`src/rtl/punc_fetch_unit.sv`:
```
// PUnC instruction fetch front end: issues in-order word fetches, buffers
// responses in a small prefetch queue, and discards stale fetches on redirect.
module punc_fetch_unit #(
  parameter int unsigned DEPTH    = 4,
  parameter logic [15:0] RESET_PC = 16'h0000
) (
  input  logic        clk,
  input  logic        rst,
  output logic        imem_req_valid,
  input  logic        imem_req_ready,
  output logic [15:0] imem_req_addr,
  input  logic        imem_rsp_valid,
  input  logic [15:0] imem_rsp_data,
  output logic        ir_valid,
  output logic [15:0] ir,
  output logic [15:0] ir_pc,
  input  logic        ir_take,
  input  logic        redirect,
  input  logic [15:0] redirect_pc,
  input  logic        halt
);

  localparam int unsigned AW = $clog2(DEPTH);
  localparam int unsigned CW = AW + 1;

  logic [15:0]   fetch_pc_q, fetch_pc_d;
  logic [15:0]   rsp_pc_q, rsp_pc_d;
  logic [15:0]   data_q [DEPTH];
  logic [15:0]   pc_q   [DEPTH];
  logic [AW-1:0] head_q, head_d;
  logic [AW-1:0] tail_q, tail_d;
  logic [CW-1:0] count_q, count_d;
  logic [CW-1:0] outst_q, outst_d;
  logic [CW-1:0] drop_q, drop_d;
  logic [CW:0]   occupancy;
  logic          req_fire;
  logic          push;
  logic          pop;

  // Queued plus in-flight entries are capped at DEPTH, so responses are never refused.
  assign occupancy      = {1'b0, count_q} + {1'b0, outst_q};
  assign imem_req_valid = !rst && !halt && !redirect && (occupancy < (CW+1)'(DEPTH));
  assign imem_req_addr  = fetch_pc_q;
  assign req_fire       = imem_req_valid && imem_req_ready;

  assign push     = imem_rsp_valid && (drop_q == '0) && !redirect;
  assign ir_valid = (count_q != '0);
  assign pop      = ir_take && ir_valid && !redirect;
  assign ir       = ir_valid ? data_q[head_q] : '0;
  assign ir_pc    = ir_valid ? pc_q[head_q]   : '0;

  always_comb begin
    fetch_pc_d = fetch_pc_q;
    rsp_pc_d   = rsp_pc_q;
    head_d     = head_q;
    tail_d     = tail_q;
    count_d    = count_q;
    outst_d    = outst_q;
    drop_d     = drop_q;
    if (redirect) begin
      // Everything still in flight after this cycle predates the redirect.
      fetch_pc_d = redirect_pc;
      rsp_pc_d   = redirect_pc;
      head_d     = '0;
      tail_d     = '0;
      count_d    = '0;
      outst_d    = outst_q - CW'(imem_rsp_valid);
      drop_d     = outst_q - CW'(imem_rsp_valid);
    end else begin
      if (req_fire)
        fetch_pc_d = fetch_pc_q + 16'd1;
      outst_d = outst_q + CW'(req_fire) - CW'(imem_rsp_valid);
      if (imem_rsp_valid && (drop_q != '0))
        drop_d = drop_q - CW'(1);
      if (push) begin
        tail_d   = tail_q + AW'(1);
        rsp_pc_d = rsp_pc_q + 16'd1;
      end
      if (pop)
        head_d = head_q + AW'(1);
      count_d = count_q + CW'(push) - CW'(pop);
    end
  end

  always_ff @(posedge clk or posedge rst) begin
    if (rst) begin
      fetch_pc_q <= RESET_PC;
      rsp_pc_q   <= RESET_PC;
      head_q     <= '0;
      tail_q     <= '0;
      count_q    <= '0;
      outst_q    <= '0;
      drop_q     <= '0;
    end else begin
      fetch_pc_q <= fetch_pc_d;
      rsp_pc_q   <= rsp_pc_d;
      head_q     <= head_d;
      tail_q     <= tail_d;
      count_q    <= count_d;
      outst_q    <= outst_d;
      drop_q     <= drop_d;
    end
  end

  // Storage needs no reset: reads are masked while the queue is empty.
  always_ff @(posedge clk) begin
    if (push) begin
      data_q[tail_q] <= imem_rsp_data;
      pc_q[tail_q]   <= rsp_pc_q;
    end
  end

endmodule

```
`config.mk`:
```
export PLATFORM = sky130hd
export DESIGN_NAME = punc_fetch_unit
export DESIGN_NICKNAME = d
export VERILOG_FILES = /design/src/rtl/punc_fetch_unit.sv
export SDC_FILE = /design/constraint.sdc
export NUM_CORES = 1
export LEC_CHECK = 0
export CORE_UTILIZATION = 60
export DETAILED_ROUTE_END_ITERATION = 8
export PLACE_DENSITY = 0.85
export SYNTH_ARGS = -nofsm -noshare
export SYNTH_HDL_FRONTEND = slang
export SYNTH_SLANG_ARGS = --single-unit
export TNS_END_PERCENT = 100
```
`constraint.sdc`:
```
create_clock -name clk -period 4.8 [get_ports clk]
set_input_delay 0.72 -clock clk [delete_from_list [all_inputs] [get_ports clk]]
set_output_delay 0.72 -clock clk [all_outputs]
set_load 0.1 [all_outputs]
```
==> metrics.md, run 1 <==
| Metric | Value |
|---|---|
| Setup Skew | 0.008559 ns |
| Vias per cell | 5.967 |
| Max-Slew Margin vs Limit | approximately 25% |
| Combinational Power Share | a little over two fifths |
| N_diodes | 0 |
| Cell Area, Synth | 7574 sq um |
| Clock share of power | 23.2% |
| Die ar. | 13080 sq um |
| Worst R2R End | outst_q[2] |
| Post-DP HPWL | 9.680 mm |
| Vias after detailed routing | 4660 |
| CP peak stage delay | 1.15 ns |
| Final setup viols | 0 |
| PortBufs | 88 |
| Register bit total from synthesis | 173 |
| Pleak | approximately 3.3 nW |
| Synthesized area per cell | 14.94 sq um |
| Most frequent cells in the layout | edfxtp_1, clkdlybuf4s50_1, dfrtp_1 |
| Crit end category | output pin |
| Clock buffer depth | 2 |
| GP Congestion | approximately 0.91 |
| Setup CP Type | reg -> out |
| Mapped Nets | 564 |
| Sequential share of power | 33.0% |
| Core area | 12160 sq um |
| Tcrit/Tclk final | 80.37% |
| Max Cap Violations | 0 |
| Slew @ Worst Pin | 1.109 ns |
| Outcome | complete, no violations |
| Initial antenna violation count | 0 |
| Hold Crit Class | reg -> reg |
| Synth top area cells | edfxtp_1, dfrtp_1, mux4_2, and2_1, ha_1 |
| Post-Synthesis Cells | 507 |
| # clock sinks | 173 |
| CTS Buf Count | 17 |
| Net Switching | 0.002536 W |
| FP Rows | 40 |
| CTS tree | done |
| Root Driver | clkbuf_16 |
| Multi-input gate area | 2381 sq um |
| Cell taking the most area after synthesis | edfxtp_1 |
| CP cell instances | mux4_2 > and2_1 > clkdlybuf4s50_1 |
| Worst Path Max Fanout | 22 |
| Routed WL | ~16 mm |
| Clk slew on worst S/H paths | 0.07 ns |
| Global-route wire length before repair | 25.17 mm |
| TNS Setup | 0 ns |
| CP Launch Type | register |
| Total grt overflow | 0 |
| Clk_lat worst skew | approximately 0.42 ns |
| PwrDens | 623.6 nW/um^2 |
| Num ports | between 80 and 90 |
| Share of layout cells above drive strength 1 | 15.01% |
| Number of H-tree levels | 4 |
| Most common cell after layout, fill and taps aside | edfxtp_1 |
| Final Max Slew Viols | 0 |
| Hold buffers post-CTS | 0 |
| Post-route antenna net violation count | 0 |
| Initial Util | 62.27% |
| GR Util All Layers | between 20% and 30% |
| Setup Buffers After CTS | 0 |
| Switching portion of total power | around 44% |
| Hold wc startpoint | outst_q[2] |
| Hold Vio Cnt, Final | 0 |
| Filler cell count | 734 |
| Slowest-stage cell, CP | clkdlybuf4s50_1 |
| WP data required | 4.08 ns |
| FFs w/ async S/R, synth | 26.01% |
| Number of synthesized flops with an enable pin | 128 |
| Yosys warnings | 0 |
| Drt first pass iters | 5 |
| Vias in the first global route | 4881 |
| Register area share after synthesis | between 60% and 70% |
| WHS | ~0.53 ns |
| Hold EP | outst_q[2] |
| PostCTS Resize Cnt | 0 |
| Synth unique cells | 45 |
| R2R Setup Slk | about 1.7 ns |
| Crit path DAT | ~3.1 ns |
| R2r startpoint | count_q[1] |
| Final #Nets | 657 |
| Hold Crit Depth | 1 |
| Synth top area share | 50.75% |
| DRC errors left | 0 |
| Synth Flop Type | edfxtp_1 |
| RSZ-0062 raised after global routing | false |
| Util after Layout | ~75% |
| Drt wl/cell | 20.04 microns |
| R2R depth | 11 |
| Register Area | 4971 sq um |
| Min cycle time layout | roughly 3.9 ns |
| FMAX | 0.2592 GHz |
| Vert. Die Dim | around 110 microns |
| Die width | 114.4 microns |
| Iter 0 DRT Violations | 602 |
| P&R area growth vs syn | 20.87% |
| Largest net degree at the start of global routing | 46 |
| Worst vdd ir | 0.3528 mV |
| Internal | between 0.003 and 0.004 W |
[layout make-up]
cell class,instances,area share (%)
clock inverters,14,1.586
flip-flops and latches,173,54.31
multi-input cells,284,26.01
well taps,168,2.296
inverters,25,1.052
repair buffers,99,10.06
clock buffers,18,4.688
[synthesized netlist by cell type, types with 13 or more instances]
cell      instances
dfrtp_1          45
ha_1             16
clkbuf_1         16
nand3_1          13
edfxtp_1        128
or3_1            13
o21ai_0          20
nand2_1          31
and2_1           32
nor2_1           18
mux4_2           32
inv_1            23
[how the worst max path moves through the flow]
stage | startpoint | endpoint | slack [ns] | depth (start not counted)
6_report | head_q[1] | ir[6] | 0.94 | 3
5_1_grt | head_q[1] | ir[9] | 0.82 | 3
3_3_place_gp | redirect | outst_q[2] | 1.22 | 11
4_1_cts | head_q[1] | ir[6] | 0.92 | 3
2_1_floorplan | count_q[1] | ir_pc[10] | 1.51 | 4
3_5_place_dp | redirect | outst_q[2] | 1.12 | 11
[critical path, delay by kind of cell (launching register included)]
kind	cells	cell delay (ns)
flops	1	1.04
buf+inv	1	1.15
simple gates	1	0.13
mux	1	0.38
[sequential cells by signal, indices dropped and copies added (netlist names)]
register       count
count_q            3
imem_req_addr     16
rsp_pc_q          16
head_q             2
data_q            64
pc_q              64
outst_q            3
drop_q             3
tail_q             2
[power groups by stage]
stage	Sequential (W)	Clock, W	Combinational (W)
floorplan	0.00195	0	0.00190
global placement	0.00191	0	0.00246
detailed placement	0.00192	0	0.00250
CTS	0.00189	0.00134	0.00252
global route	0.00191	0.00141	0.00261
finish	0.00189	0.00132	0.00250
[cells by family after synthesis]
logic type      count (synthesis)  synth area share (%)
mux                            32                 9.516
xor+xnor                       18                 2.082
fa+ha+maj                      18                 3.172
compound gates                 63                 5.303
flops                         173                 65.62
simple gates                  153                 11.37
buf+inv                        50                 2.941
[metal layers]
metal | up-vias | wire, microns | GRT usage (%)
li1 | 2114 | - | -
met5 | - | 0 | 0
met1 | 2352 | 6707 | 34.17
met3 | 17 | 758 | 6.564
met2 | 177 | 8039 | 44.00
met4 | 0 | 142 | 6.753
[per-stage QoR]
stage | cells | power, W | worst slack (ns) | area [sq um]
finish | 781 | 0.005708 | 0.9425 | 9154
global route | 781 | 0.005929 | 0.8187 | 9154
CTS | 781 | 0.005748 | 0.9246 | 9154
detailed placement | 749 | 0.004413 | 1.116 | 8579
global placement | 749 | 0.004366 | 1.220 | 8579
floorplan | 507 | 0.003849 | 1.505 | 7574
(Power assumes the default switching activity.)
==> run 2, diff against run 1 <==
--- a/config.mk
+++ b/config.mk
@@ -5,9 +5,9 @@
 export SDC_FILE = /design/constraint.sdc
 export NUM_CORES = 1
 export LEC_CHECK = 0
-export CORE_UTILIZATION = 60
+export CORE_UTILIZATION = 56
 export DETAILED_ROUTE_END_ITERATION = 8
-export PLACE_DENSITY = 0.85
+export PLACE_DENSITY = 0.8
 export SYNTH_ARGS = -nofsm -noshare
 export SYNTH_HDL_FRONTEND = slang
 export SYNTH_SLANG_ARGS = --single-unit
==> constraint.sdc (replaced) <==
create_clock -name clk -period 3.7 [get_ports clk]
set_input_delay 0.555 -clock clk [delete_from_list [all_inputs] [get_ports clk]]
set_output_delay 0.555 -clock clk [all_outputs]
set_load 0.1 [all_outputs]
==> run 2 against run 1 <==
  * The run now ends with DRC left
  * Sequential share of layout area about the same
  * Largest power group unchanged
  * Worst setup slack lost 0.20 ns
  * Global-route usage shrank 2.5 points
  * Largest cell class unchanged
  * Hold slack worse by 0.0048 ns
==> metrics.md, run 2 (synthesized netlist as in run 1, its figures left out) <==
| Metric | Value |
|---|---|
| CP Launch Type | register |
| GP Congestion | 0.8550 (-6.3%) |
| Worst Path Max Fanout | 18 (-18%) |
| Vias in the first global route | 4871 (-0.20%) |
| Placed cell count | 759 (+1.3%) |
| PwrDens | 801.0 nW/um^2 (+28%) |
| WP data required | 3.14 ns (-0.94 ns) |
| DRC errors left | 1 (+1) |
| Clk slew on worst S/H paths | 0.07 ns (about the same) |
| WHS | 0.5240 ns (-0.004765 ns) |
| Global-route wire length before repair | 24.98 mm (-0.77%) |
| FMAX | 0.3379 GHz |
| Most frequent cells in the layout | edfxtp_1, clkdlybuf4s50_1, buf_4 |
| Post-route antenna net violation count | 0 (unchanged) |
| Outcome | finished with violations |
| PortBufs | 88 (unchanged) |
| Max-Slew Margin vs Limit | 33.57% (+8.5 points) |
| Placement Cell Area | 8587 sq um (about the same) |
| Initial antenna violation count | 0 (unchanged) |
| Hold Vio Cnt, Final | 0 (unchanged) |
| Iter 0 DRT Violations | 469 (-22%) |
| PostCTS Resize Cnt | 0 (unchanged) |
| Crit path DAT | 2.40 ns (-0.74 ns) |
| Max Cap Violations | 0 (unchanged) |
| Vert. Die Dim | 118.3 microns (+3.4%) |
| Final setup margin | 0.7407 ns (-0.2017 ns) |
| Die ar. | 13990 sq um (+7.0%) |
| CTS tree | done |
| Min cycle time layout | 2.959 ns |
| Final Max Slew Viols | 0 (unchanged) |
| Largest net degree at the start of global routing | 43 (-6.5%) |
| Tcrit/Tclk final | 79.98% |
| CTS Buf Count | 17 (unchanged) |
| R2R depth | 11 (unchanged) |
| Routed WL | 15.33 mm (-2.0%) |
| Pleak | 3.328 nW (+1.7%) |
| Share of layout cells above drive strength 1 | 18.54% (+3.5 points) |
| Crit end category | output pin |
| Die width | 118.3 microns (+3.4%) |
| # clock sinks | 173 (unchanged) |
| Setup Skew | 0.009700 ns (+0.001141 ns) |
| Num ports | 89 (unchanged) |
| Final setup viols | 0 (unchanged) |
| Clock buffer depth | 2 (unchanged) |
| FP Rows | 42 (+5.0%) |
| Vias per cell | 5.900 (-1.1%) |
| N_diodes | 0 (unchanged) |
| Vias after detailed routing | 4667 (+0.15%) |
| Design Area, Final | 9148 sq um (about the same) |
| Root Driver | clkbuf_16 |
| Pre-CTS WS | 0.4345 ns (-0.6813 ns) |
| Layout Cells excl Fill | 791 (+1.3%) |
| Core area | 13190 sq um (+8.5%) |
| Initial Util | 57.42% (-4.9 points) |
| Final #Nets | 659 (+0.30%) |
| Total grt overflow | 0 (unchanged) |
| Slew @ Worst Pin | 0.9933 ns (-0.1156 ns) |
| GR Util All Layers | 23.62% (-2.5 points) |
| Hold buffers post-CTS | 0 (unchanged) |
| Hold Crit Class | in -> async |
| Most common cell after layout, fill and taps aside | edfxtp_1 |
| Setup Buffers After CTS | 0 (unchanged) |
| Post-DP HPWL | 9.759 mm (+0.82%) |
| Number of H-tree levels | 4 (unchanged) |
| Biggest regs | data_q (64), pc_q (64) |
| P&R area growth vs syn | 20.78% (about the same) |
| RSZ-0062 raised after global routing | false |
| TNS Setup | 0 ns (unchanged) |
| Worst vdd ir | 0.3557 mV (+0.82%) |
| Clk_lat worst skew | 0.43 ns (about the same) |
| Drt wl/cell | 19.38 microns (-3.3%) |
| Failing checks | DRC |
| Setup CP Type | reg -> out |
| Drt first pass iters | 7 (+2) |
-- run 2: cell count changes in the layout (fill, tap and decap cells not counted), sizes merged --
cell           before  now
inv                26   30
clkinvlp            4    2
buf                28   47
clkbuf             18   21
clkinv              7    4
bufinv              2    0
clkdlybuf4s50      71   54
-- run 2: worst max-delay path, stage by stage, from the launching register on --
cell	delay, ns
dfrtp_2	0.77
buf_4	0.29
mux4_2	0.51
and2_1	0.18
buf_4	0.23
-- run 2: final cells by class --
class / instances / area (sq um)
clock buffers: 21 / 481.7
clock inverters: 11 / 78.83
fillers: 895 / 4043
inverters: 25 / 96.34
multi-input cells: 284 / 2381
flip-flops and latches: 173 / 4971
well taps: 176 / 220.2
repair buffers: 101 / 918.4
-- run 2: through the flow --
stage	util [%]	total power, W
2_1_floorplan	-	0.004993
3_3_place_gp	65.10	0.005649
3_5_place_dp	65.10	0.005709
4_1_cts	69.35	0.007378
5_1_grt	69.35	0.007605
6_report	69.35	0.007328
-- run 2: routing by layer --
| layer | global-route usage [%] | routed length (microns) |
|---|---|---|
| met3 | 5.309 | 837 |
| met4 | 7.212 | 145 |
| met1 | 31.14 | 6422 |
| met2 | 39.34 | 7924 |
| met5 | 0 | 0 |
-- run 2: worst paths after layout --
kind / end / slack [ns] / start
max: ir_pc[13] / 0.74 / head_q[0]
max in group asynchronous: head_q[0] / 2.33 / rst
min in group clk: outst_q[2] / 0.54 / outst_q[2]
max reg2reg: outst_q[2] / 0.95 / count_q[1]
min reg2reg: outst_q[2] / 0.54 / outst_q[2]
min: outst_q[2] / 0.52 / rst
-- run 2: power by group --
| part | switching [W] | internal [W] |
|---|---|---|
| sequential | 0.000187 | 0.00224 |
| combinational | 0.00237 | 0.000862 |
| clock | 0.000732 | 0.000940 |
==> run 3, diff against run 2 <==
==> constraint.sdc (replaced) <==
create_clock -name clk -period 3 [get_ports clk]
set_input_delay 0.45 -clock clk [delete_from_list [all_inputs] [get_ports clk]]
set_output_delay 0.45 -clock clk [all_outputs]
set_load 0.1 [all_outputs]
==> run 3 against run 2 <==
  * The run now ends clean
  * Largest cell class unchanged
  * Highest routed layer unchanged
  * Largest power group unchanged
  * Count of clock-buffer cells in the layout decreased by 3
  * Worst setup slack got worse by 0.41 ns
  * Via count increased by 1.0%
  * Critical endpoint is now ir_pc[7]
==> metrics.md, run 3 (synthesized netlist as in run 1, its figures left out) <==
| Metric | Value |
|---|---|
| Tcrit/Tclk final | 89.14% |
| CP cell instances | buf_12 > mux4_2 > and2_1 > buf_12 |
| Num ports | 89 (unchanged) |
| Post-DP HPWL | 10.16 mm (+4.1%) |
| Final Max Slew Viols | 0 (unchanged) |
| Drt wl/cell | 19.99 microns (+3.1%) |
| Routed WL | 15.87 mm (+3.5%) |
| Top cell by count, worst path | buf_12 |
| Final setup viols | 0 (unchanged) |
| FP Rows | 42 (unchanged) |
| Slew @ Worst Pin | 0.5629 ns (-0.4304 ns) |
| Initial antenna violation count | 0 (unchanged) |
| P&R area growth vs syn | 27.36% |
| Root Driver | clkbuf_16 |
| PwrDens | 1039 nW/um^2 (+30%) |
| Die ar. | 13990 sq um (unchanged) |
| Vias per cell | 5.938 (+0.65%) |
| Setup Skew | 0.007688 ns (-0.002012 ns) |
| Layout Cells excl Fill | 794 (+0.38%) |
| CP Launch Type | register |
| # clock sinks | 173 (unchanged) |
| Pre-CTS WS | -0.02746 ns (-0.4619 ns) |
| Total grt overflow | 0 (unchanged) |
| FMAX | between 0.3 and 0.4 GHz |
| Hold Crit Class | reg -> reg |
| Global-route wire length before repair | 25.73 mm (+3.0%) |
| Placement Cell Area | 9032 sq um (+5.2%) |
| Slowest-stage cell, CP | dfrtp_2 |
| Initial Util | 57.42% (unchanged) |
| Worst vdd ir | 0.5117 mV (+44%) |
| Crit end category | output pin |
| Crit path DAT | 2.22 ns (-0.18 ns) |
| Clock buffer depth | 2 (unchanged) |
| Setup CP Type | reg -> out |
| N_diodes | 0 (unchanged) |
| Min cycle time layout | approximately 2.7 ns |
| Hold Vio Cnt, Final | 0 (unchanged) |
| RSZ-0062 raised after global routing | false |
| GP Congestion | 0.8505 (-0.53%) |
| Largest net degree at the start of global routing | 46 (+7.0%) |
| Filler cell count | 820 (-8.4%) |
| DRC errors left | 0 (-1) |
| Vias in the first global route | 4916 (+0.92%) |
| Design Area, Final | 9646 sq um (+5.4%) |
| Clk_lat worst skew | 0.42 ns (about the same) |
| Biggest regs | data_q (64), pc_q (64) |
| CP Buf/Inv Count | 2 (unchanged) |
| PostCTS Resize Cnt | 0 (unchanged) |
| Number of H-tree levels | 4 (unchanged) |
| Core area | 13190 sq um (unchanged) |
| CP peak stage delay | 0.67 ns (-0.10 ns) |
| Max-Slew Margin vs Limit | 62.47% (+29 points) |
| WP data required | 2.55 ns (-0.59 ns) |
| Post-route antenna net violation count | 0 (unchanged) |
| Critical path's top delay family | flip-flops |
| Vias after detailed routing | 4715 (+1.0%) |
| GR Util All Layers | 24.35% (+0.72 points) |
| Final #Nets | 662 (+0.46%) |
| Iter 0 DRT Violations | 378 (-19%) |
| CTS tree | done |
| Vert. Die Dim | 118.3 microns (unchanged) |
| Most common cell after layout, fill and taps aside | edfxtp_1 |
| CTS Buf Count | 17 (unchanged) |
| Most frequent cells in the layout | edfxtp_1, dfrtp_1, buf_12 |
| Share of layout cells above drive strength 1 | 21.52% (+3.0 points) |
| Drt first pass iters | 4 (-3) |
| TNS Setup | 0 ns (unchanged) |
| Clk slew on worst S/H paths | 0.07 ns (about the same) |
| Final setup margin | 0.3259 ns (-0.4149 ns) |
| Outcome | complete, no violations |
| Max Cap Violations | 0 (unchanged) |
| Pleak | 3.494 nW (+5.0%) |
| Worst Path Max Fanout | 12 (-6) |
| Die width | 118.3 microns (unchanged) |
| Placed cell count | 762 (+0.40%) |
| PortBufs | 88 (unchanged) |
| Setup Buffers After CTS | 0 (unchanged) |
| Hold buffers post-CTS | 0 (unchanged) |
-- run 3: layout make-up --
| class | count | area [sq um] | share of cell area [%] |
|---|---|---|---|
| inverters | 25 | 96.34 | 0.9988 |
| well taps | 176 | 220.2 | 2.283 |
| clock inverters | 14 | 183.9 | 1.907 |
| multi-input cells | 284 | 2381 | 24.69 |
| repair buffers | 104 | 1364 | 14.14 |
| clock buffers | 18 | 429.2 | 4.449 |
| flip-flops and latches | 173 | 4971 | 51.54 |
-- run 3: worst paths after layout --
kind / from / endpoint / slack, ns / depth (start not counted)
worst max-delay path: head_q[0] / ir_pc[7] / 0.33 / 4
worst min-delay path: outst_q[2] / outst_q[2] / 0.52 / 1
worst max register to register: count_q[2] / outst_q[2] / 0.38 / 11
worst min register to register: outst_q[2] / outst_q[2] / 0.52 / 1
max in group asynchronous: rst / head_q[0] / 2.02 / 3
min in group asynchronous: rst / outst_q[1] / 0.57 / 3
-- run 3: report_power, final --
group | internal (W) | total [W] | switching [W]
Sequential | 0.00276 | 0.00298 | 0.000221
Combinational | 0.00170 | 0.00478 | 0.00308
Clock | 0.00133 | 0.00226 | 0.000925
Total | 0.00579 | 0.0100 | 0.00423
-- run 3: through the flow --
stage | utilization [%] | total power [W] | hold slack [ns]
final | 73.13 | 0.01002 | 0.5189
after global routing | 73.13 | 0.01037 | 0.5447
after CTS | 73.13 | 0.01009 | 0.5254
after detailed placement | 68.48 | 0.007843 | 0.5160
after global placement | 68.48 | 0.007754 | 0.5075
after floorplan | - | 0.006161 | 0.4839
-- run 3: layer usage --
metal	wire [microns]	share of wire (%)	GRT usage (%)
met5	0	0	0
met4	133	0.84	6.571
met3	832	5.2	4.971
met2	8216	52	41.62
met1	6687	42	31.83
